### src/rtl/ccff_pkg.sv
// rtl/ccff_pkg.sv - shared state enum, CRC-16 constants and serial CRC step for the ccff loader
package ccff_pkg;

  typedef enum logic [1:0] {
    ST_IDLE,
    ST_LOAD,
    ST_VERIFY,
    ST_DONE
  } ccff_state_t;

  localparam logic [15:0] CRC_POLY = 16'h1021;
  localparam logic [15:0] CRC_INIT = 16'hFFFF;

  function automatic logic [15:0] crc16_step(input logic [15:0] crc, input logic bit_in);
    logic fb;
    fb = crc[15] ^ bit_in;
    return {crc[14:0], 1'b0} ^ (fb ? CRC_POLY : 16'h0000);
  endfunction

endpackage

### src/rtl/ccff_crc16.sv
// rtl/ccff_crc16.sv - serial bit-in CRC-16 with synchronous clear and enable
module ccff_crc16
  import ccff_pkg::*;
(
  input  logic        clk,
  input  logic        resetn,
  input  logic        clr,
  input  logic        en,
  input  logic        bit_in,
  output logic [15:0] crc
);

  always_ff @(posedge clk) begin
    if (!resetn || clr) begin
      crc <= CRC_INIT;
    end else if (en) begin
      crc <= crc16_step(crc, bit_in);
    end
  end

endmodule

### src/rtl/ccff_loader.sv
// rtl/ccff_loader.sv - streams a bitstream into the fabric ccff chain, then recirculates it to verify by CRC
module ccff_loader
  import ccff_pkg::*;
#(
  parameter int CHAIN_LEN = 128,
  parameter int WORD_W    = 8
) (
  input  logic              prog_clk,
  input  logic              reset,
  input  logic              start,
  input  logic              s_valid,
  input  logic [WORD_W-1:0] s_data,
  output logic              s_ready,
  output logic              ccff_head,
  input  logic              ccff_tail,
  output logic              prog_en,
  output logic              busy,
  output logic              done,
  output logic              cfg_ok,
  output logic              err
);

  localparam int CNT_W     = $clog2(CHAIN_LEN + 1);
  localparam int BUF_CNT_W = $clog2(WORD_W + 1);
  localparam logic [CNT_W-1:0]     LAST_CNT  = CNT_W'(CHAIN_LEN - 1);
  localparam logic [CNT_W-1:0]     CNT_ONE   = CNT_W'(1);
  localparam logic [BUF_CNT_W-1:0] BUF_ONE   = BUF_CNT_W'(1);
  localparam logic [BUF_CNT_W-1:0] BUF_FULL  = BUF_CNT_W'(WORD_W);

  ccff_state_t          state;
  logic [CNT_W-1:0]     shift_cnt;
  logic [WORD_W-1:0]    buf_data;
  logic [BUF_CNT_W-1:0] buf_cnt;
  logic [15:0]          crc_ld;
  logic [15:0]          crc_rb;
  logic                 load_shift;
  logic                 verify_shift;
  logic                 final_bit;
  logic                 accept;
  logic                 crc_clr;

  always_comb begin
    load_shift   = (state == ST_LOAD) && (buf_cnt != '0);
    verify_shift = (state == ST_VERIFY);
    final_bit    = (shift_cnt == LAST_CNT);
    // No new word is taken on the cycle that shifts the chain's last bit.
    s_ready      = (state == ST_LOAD) && (buf_cnt <= BUF_ONE) && !(load_shift && final_bit);
    accept       = s_valid && s_ready;
    prog_en      = load_shift || verify_shift;
    crc_clr      = (state == ST_IDLE) && start;
    case (state)
      ST_LOAD:   ccff_head = buf_data[WORD_W-1];
      ST_VERIFY: ccff_head = ccff_tail;
      default:   ccff_head = 1'b0;
    endcase
  end

  always_ff @(posedge prog_clk) begin
    if (!reset) begin
      state     <= ST_IDLE;
      shift_cnt <= '0;
      buf_data  <= '0;
      buf_cnt   <= '0;
      busy      <= 1'b0;
      done      <= 1'b0;
      cfg_ok    <= 1'b0;
      err       <= 1'b0;
    end else begin
      done <= 1'b0;
      case (state)
        ST_IDLE: begin
          if (start) begin
            state     <= ST_LOAD;
            busy      <= 1'b1;
            cfg_ok    <= 1'b0;
            err       <= 1'b0;
            shift_cnt <= '0;
            buf_cnt   <= '0;
          end
        end
        ST_LOAD: begin
          if (load_shift) begin
            buf_data  <= buf_data << 1;
            buf_cnt   <= buf_cnt - BUF_ONE;
            shift_cnt <= shift_cnt + CNT_ONE;
          end
          if (accept) begin
            buf_data <= s_data;
            buf_cnt  <= BUF_FULL;
          end
          if (load_shift && final_bit) begin
            state     <= ST_VERIFY;
            shift_cnt <= '0;
            buf_cnt   <= '0;
          end
        end
        ST_VERIFY: begin
          if (final_bit) begin
            // Fold in this cycle's tail bit so the verdict lines up with done.
            state  <= ST_DONE;
            busy   <= 1'b0;
            done   <= 1'b1;
            cfg_ok <= (crc16_step(crc_rb, ccff_tail) == crc_ld);
            err    <= (crc16_step(crc_rb, ccff_tail) != crc_ld);
          end else begin
            shift_cnt <= shift_cnt + CNT_ONE;
          end
        end
        ST_DONE: state <= ST_IDLE;
        default: state <= ST_IDLE;
      endcase
    end
  end

  ccff_crc16 u_crc_ld (
    .clk    (prog_clk),
    .resetn (reset),
    .clr    (crc_clr),
    .en     (load_shift),
    .bit_in (buf_data[WORD_W-1]),
    .crc    (crc_ld)
  );

  ccff_crc16 u_crc_rb (
    .clk    (prog_clk),
    .resetn (reset),
    .clr    (crc_clr),
    .en     (verify_shift),
    .bit_in (ccff_tail),
    .crc    (crc_rb)
  );

endmodule

### config.mk
export PLATFORM = sky130hd
export DESIGN_NAME = ccff_loader
export DESIGN_NICKNAME = d
export VERILOG_FILES = /design/src/rtl/ccff_pkg.sv /design/src/rtl/ccff_crc16.sv /design/src/rtl/ccff_loader.sv
export SDC_FILE = /design/constraint.sdc
export NUM_CORES = 1
export LEC_CHECK = 0
export ABC_AREA = 1
export CAP_MARGIN = 40
export CORE_ASPECT_RATIO = 2
export CORE_MARGIN = 2
export CORE_UTILIZATION = 53
export CTS_CLUSTER_DIAMETER = 100
export DETAILED_ROUTE_END_ITERATION = 16
export PLACE_DENSITY = 0.77
export SLEW_MARGIN = 5
export SYNTH_ARGS = -nofsm -noshare
export SYNTH_HDL_FRONTEND = slang
export SYNTH_SLANG_ARGS = --single-unit
### constraint.sdc
create_clock -name prog_clk -period 1.55 [get_ports prog_clk]
set_input_delay 0.31 -clock prog_clk [delete_from_list [all_inputs] [get_ports prog_clk]]
set_output_delay 0.31 -clock prog_clk [all_outputs]
set_load 0.03 [all_outputs]
==> impl_metrics.py, run 1 <==
metrics = {
    "sta": {
        "period_share_pct": 128,
        "rsz0062_at_grt": "true",
        "clock.fmax_ghz": 0.505,
        "setup_tns_ns": -7.03,
        "maxSlewHeadroom_pct": 58.7,
        "whs_ns": 0.469,
        "setup_viol_count_final": 57,
        "layout_min_cycle_time_ns": 1.98,
        "hold_viol": 0,
        "setup_ws_ns": -0.431,
        "finalMaxSlewViolations": 0,
        "worstMarginPinSlew_ns": 0.615,
        "fin_skew_ns": 0.00821,
    },
    "layout": {
        "antennaDiodeCount": 0,
        "num-nets-final": 533,
        "area_delta_synth_final_pct": 56.6,
        "final_common_cell": "nand2_1",
        "final_cell_mix": "nand2_1 (106), dfxtp_1 (52), buf_4 (48)",
        "drive_gt1_share_pct": 36.4,
    },
    "critical_path": {
        "crit_arrival_ns": 1.67,
        "crit_fanout": 4,
        "r2r_slack_ns": -0.42,
        "worst-endpoint-required_ns": 1.24,
        "cp_num_buf_inv": 3,
        "crit_family": "buffers and inverters",
        "reg2regPathDepth": 13,
        "critPathMaxStageDelay_ns": 0.37,
        "cp_cell_sequence": "inv_8 -> ha_4 -> nor2_4 -> buf_6 -> nor4_4 -> buf_4",
        "cp-start-kind": "flop",
        "critPathSlowestCell": "dfxtp_4",
        "regToRegStartpoint": "shift_cnt[5]$_SDFFE_PN0P_",
        "r2r-end": "buf_cnt[2]$_SDFFE_PN0P_",
        "critical_path_depth": 6,
        "crit_type": "flop to output pin",
        "end_kind": "output pin",
    },
    "power_and_ir_drop": {
        "power_mw": 9.30,
        "irDropWorstVdd_mv": 1.76,
        "leakage_nw": 2.20,
        "p_per_area_nw_per_um2": 2030,
    },
    "hold_path": {
        "hp-start": "busy$_SDFFE_PN0P_",
        "hold_depth": 2,
        "hold_class": "flop to flop",
        "whs_endpoint": "busy$_SDFFE_PN0P_",
    },
    "yosys": {
        "netlist_area_um2": 2920,
        "yosysSeqAreaShare_pct": 39.8,
        "synth_xor_area_share_pct": 3.60,
        "avgSynthCellArea_um2": 6.83,
        "syn_inst": 427,
        "yosysWarnings": 0,
        "synthMuxAreaShare_pct": 0,
        "synth-simple-area-share_pct": 32.6,
        "ys_seq_elements": 58,
        "synthDistinctLibCells": 26,
        "synth_top_family_by_area": "simple AND/OR/NAND/NOR gates",
        "yosys.area_share.adder_pct": 3.00,
        "synth_compound_area_share_pct": 11.9,
        "syn_nets": 447,
    },
    "run_status": {
        "violations": "setup timing",
        "status": "finished with violations",
    },
    "clocking": {
        "cts_buffer_depth": 2,
        "cts.sinks": 58,
        "path_clk_slew_ns": 0.06,
        "htreeDepth": 3,
        "cts-buffers-inserted": 9,
        "cts_tree": "built",
        "clk_latency_ns": 0.37,
        "root_buffer": "clkbuf_8",
    },
    "job": {
        "cap_violations": 0,
    },
    "grt": {
        "grt_pass1_wl_um": 13200,
        "met1_usage_pct": 27.3,
        "grtUsageMet3_pct": 5.58,
        "grt-busiest-layer": "met2",
        "grt_pass1_vias": 3023,
        "grtUsageMet2_pct": 50.1,
        "overflow": 0,
        "grt_max_degree": 33,
        "track_usage_pct": 27.8,
        "antenna_found_initial": 0,
    },
    "floorplan": {
        "die_w_um": 56.5,
        "start_util_pct": 54.3,
        "fp-row-count": 38,
        "ios": 20,
        "fp.dieH_um": 109,
        "dieArea_um2": 6150,
        "core_area_um2": 5370,
    },
    "place": {
        "portBuffers": 19,
        "post-dp-hpwl_um": 5250,
        "place_ws_ns": -0.249,
        "place_congestion": 0.855,
    },
    "drt": {
        "first_iter_violations": 353,
        "wirelength_um": 12600,
        "ant_nets": 0,
        "via_per_inst": 6.23,
        "drtPass1Iterations": 6,
        "post-route-drc-count": 0,
        "vias": 3593,
        "wire_per_inst_um": 21.9,
    },
}
==> worst max-delay path by stage <==
| stage | from | slack [ns] | endpoint |
|---|---|---|---|
| floorplan | state[0]$_SDFFE_PN0P_ | 0.007 | prog_en |
| global placement | ccff_tail | -0.16 | err$_SDFFE_PN0P_ |
| detailed placement | start | -0.25 | shift_cnt[7]$_SDFFE_PN0P_ |
| CTS | buf_cnt[0]$_SDFFE_PN0P_ | -0.34 | s_ready |
| global route | buf_cnt[1]$_SDFFE_PN0P_ | -0.49 | buf_cnt[2]$_SDFFE_PN0P_ |
| finish | buf_cnt[1]$_SDFFE_PN0P_ | -0.43 | s_ready |
==> synthesized netlist by cell type <==
| cell type | number | area, um^2 |
|---|---|---|
| ha_1 | 7 | 87.6 |
| inv_1 | 48 | 180 |
| nor2_4 | 1 | 11.3 |
| nand4_1 | 2 | 12.5 |
| a21oi_1 | 12 | 60.1 |
| clkbuf_1 | 7 | 26.3 |
| o21ai_0 | 23 | 115 |
| nor2_2 | 3 | 18.8 |
| xnor2_1 | 6 | 52.6 |
| nand3b_1 | 1 | 7.51 |
| nor3_1 | 2 | 10.0 |
| buf_6 | 1 | 11.3 |
| nand2_1 | 123 | 462 |
| inv_2 | 6 | 22.5 |
| buf_2 | 5 | 25.0 |
| a21oi_2 | 1 | 8.76 |
| dfxtp_1 | 58 | 1160 |
| nand2_4 | 4 | 45.0 |
| o22ai_1 | 2 | 12.5 |
| nor2_1 | 57 | 214 |
| xor2_1 | 6 | 52.6 |
| nand3_1 | 26 | 130 |
| nand3_2 | 1 | 10.0 |
| nand2_2 | 4 | 25.0 |
| o211ai_1 | 20 | 150 |
| nor4_1 | 1 | 6.26 |
==> timing repair <==
action                                  CTS  global route
hold buffers                              0             0
endpoints found under the setup margin   32            28
buffers inserted                          9            15
cloned                                    2             4
endpoints found under the hold margin     0             0
pin swaps                                11            47
gates resized for setup                  47           144
==> flip-flops by register name, summed over array words and instances, names as in the netlist <==
| register | cells |
|---|---|
| u_crc_ld.crc | 16 |
| u_crc_rb.crc | 16 |
| buf_data | 8 |
| shift_cnt | 8 |
| buf_cnt | 4 |
| state | 2 |
| busy | 1 |
| cfg_ok | 1 |
| done | 1 |
| err | 1 |
==> power by group <==
| part | internal, mW | switching, mW |
|---|---|---|
| clock | 0.773 | 0.642 |
| combinational | 2.39 | 3.32 |
| sequential | 1.82 | 0.341 |
==> through the flow <==
stage,cell area (um^2),utilization (%),std cells
after CTS,3910,72.7,559
final,4570,85.1,577
after floorplan,2950,-,427
after detailed placement,3470,64.6,533
after global placement,3470,64.6,533
after global routing,4570,85.1,577
==> worst min-delay path: stages (launching register included) <==
cell and delay (ns):
dfxtp_1 0.31, nand2_1 0.07, a21oi_2 0.04
==> kinds of logic after synthesis <==
family,after synthesis
and+or+nand+nor,225
buffers and inverters,67
AOI/OAI and AO/OA,58
DFF,58
xor gates and xnor gates,12
adders and majority gates,7
==> area by class of cell <==
class | count | area [um^2]
Fill cell | 246 | 802
Sequential cell | 58 | 1180
Clock buffer | 12 | 145
Tap cell | 60 | 75.1
Clock inverter | 3 | 40.0
Timing Repair Buffer | 86 | 860
Multi-Input combinational cell | 304 | 2020
Inverter | 54 | 254
==> metal layers <==
metal,wire length (um),vias to the layer above
met5,0,-
met4,1090,0
met3,1140,105
met2,6270,303
met1,4130,1658
li1,-,1527
Power figures use the tool's default switching activity.
==> run 2, diff against run 1 <==
SLEW_MARGIN = 20   (was 5)
==> results of run 2 <==
Same layout as run 1: the final DEF is identical, and so are final timing and power.
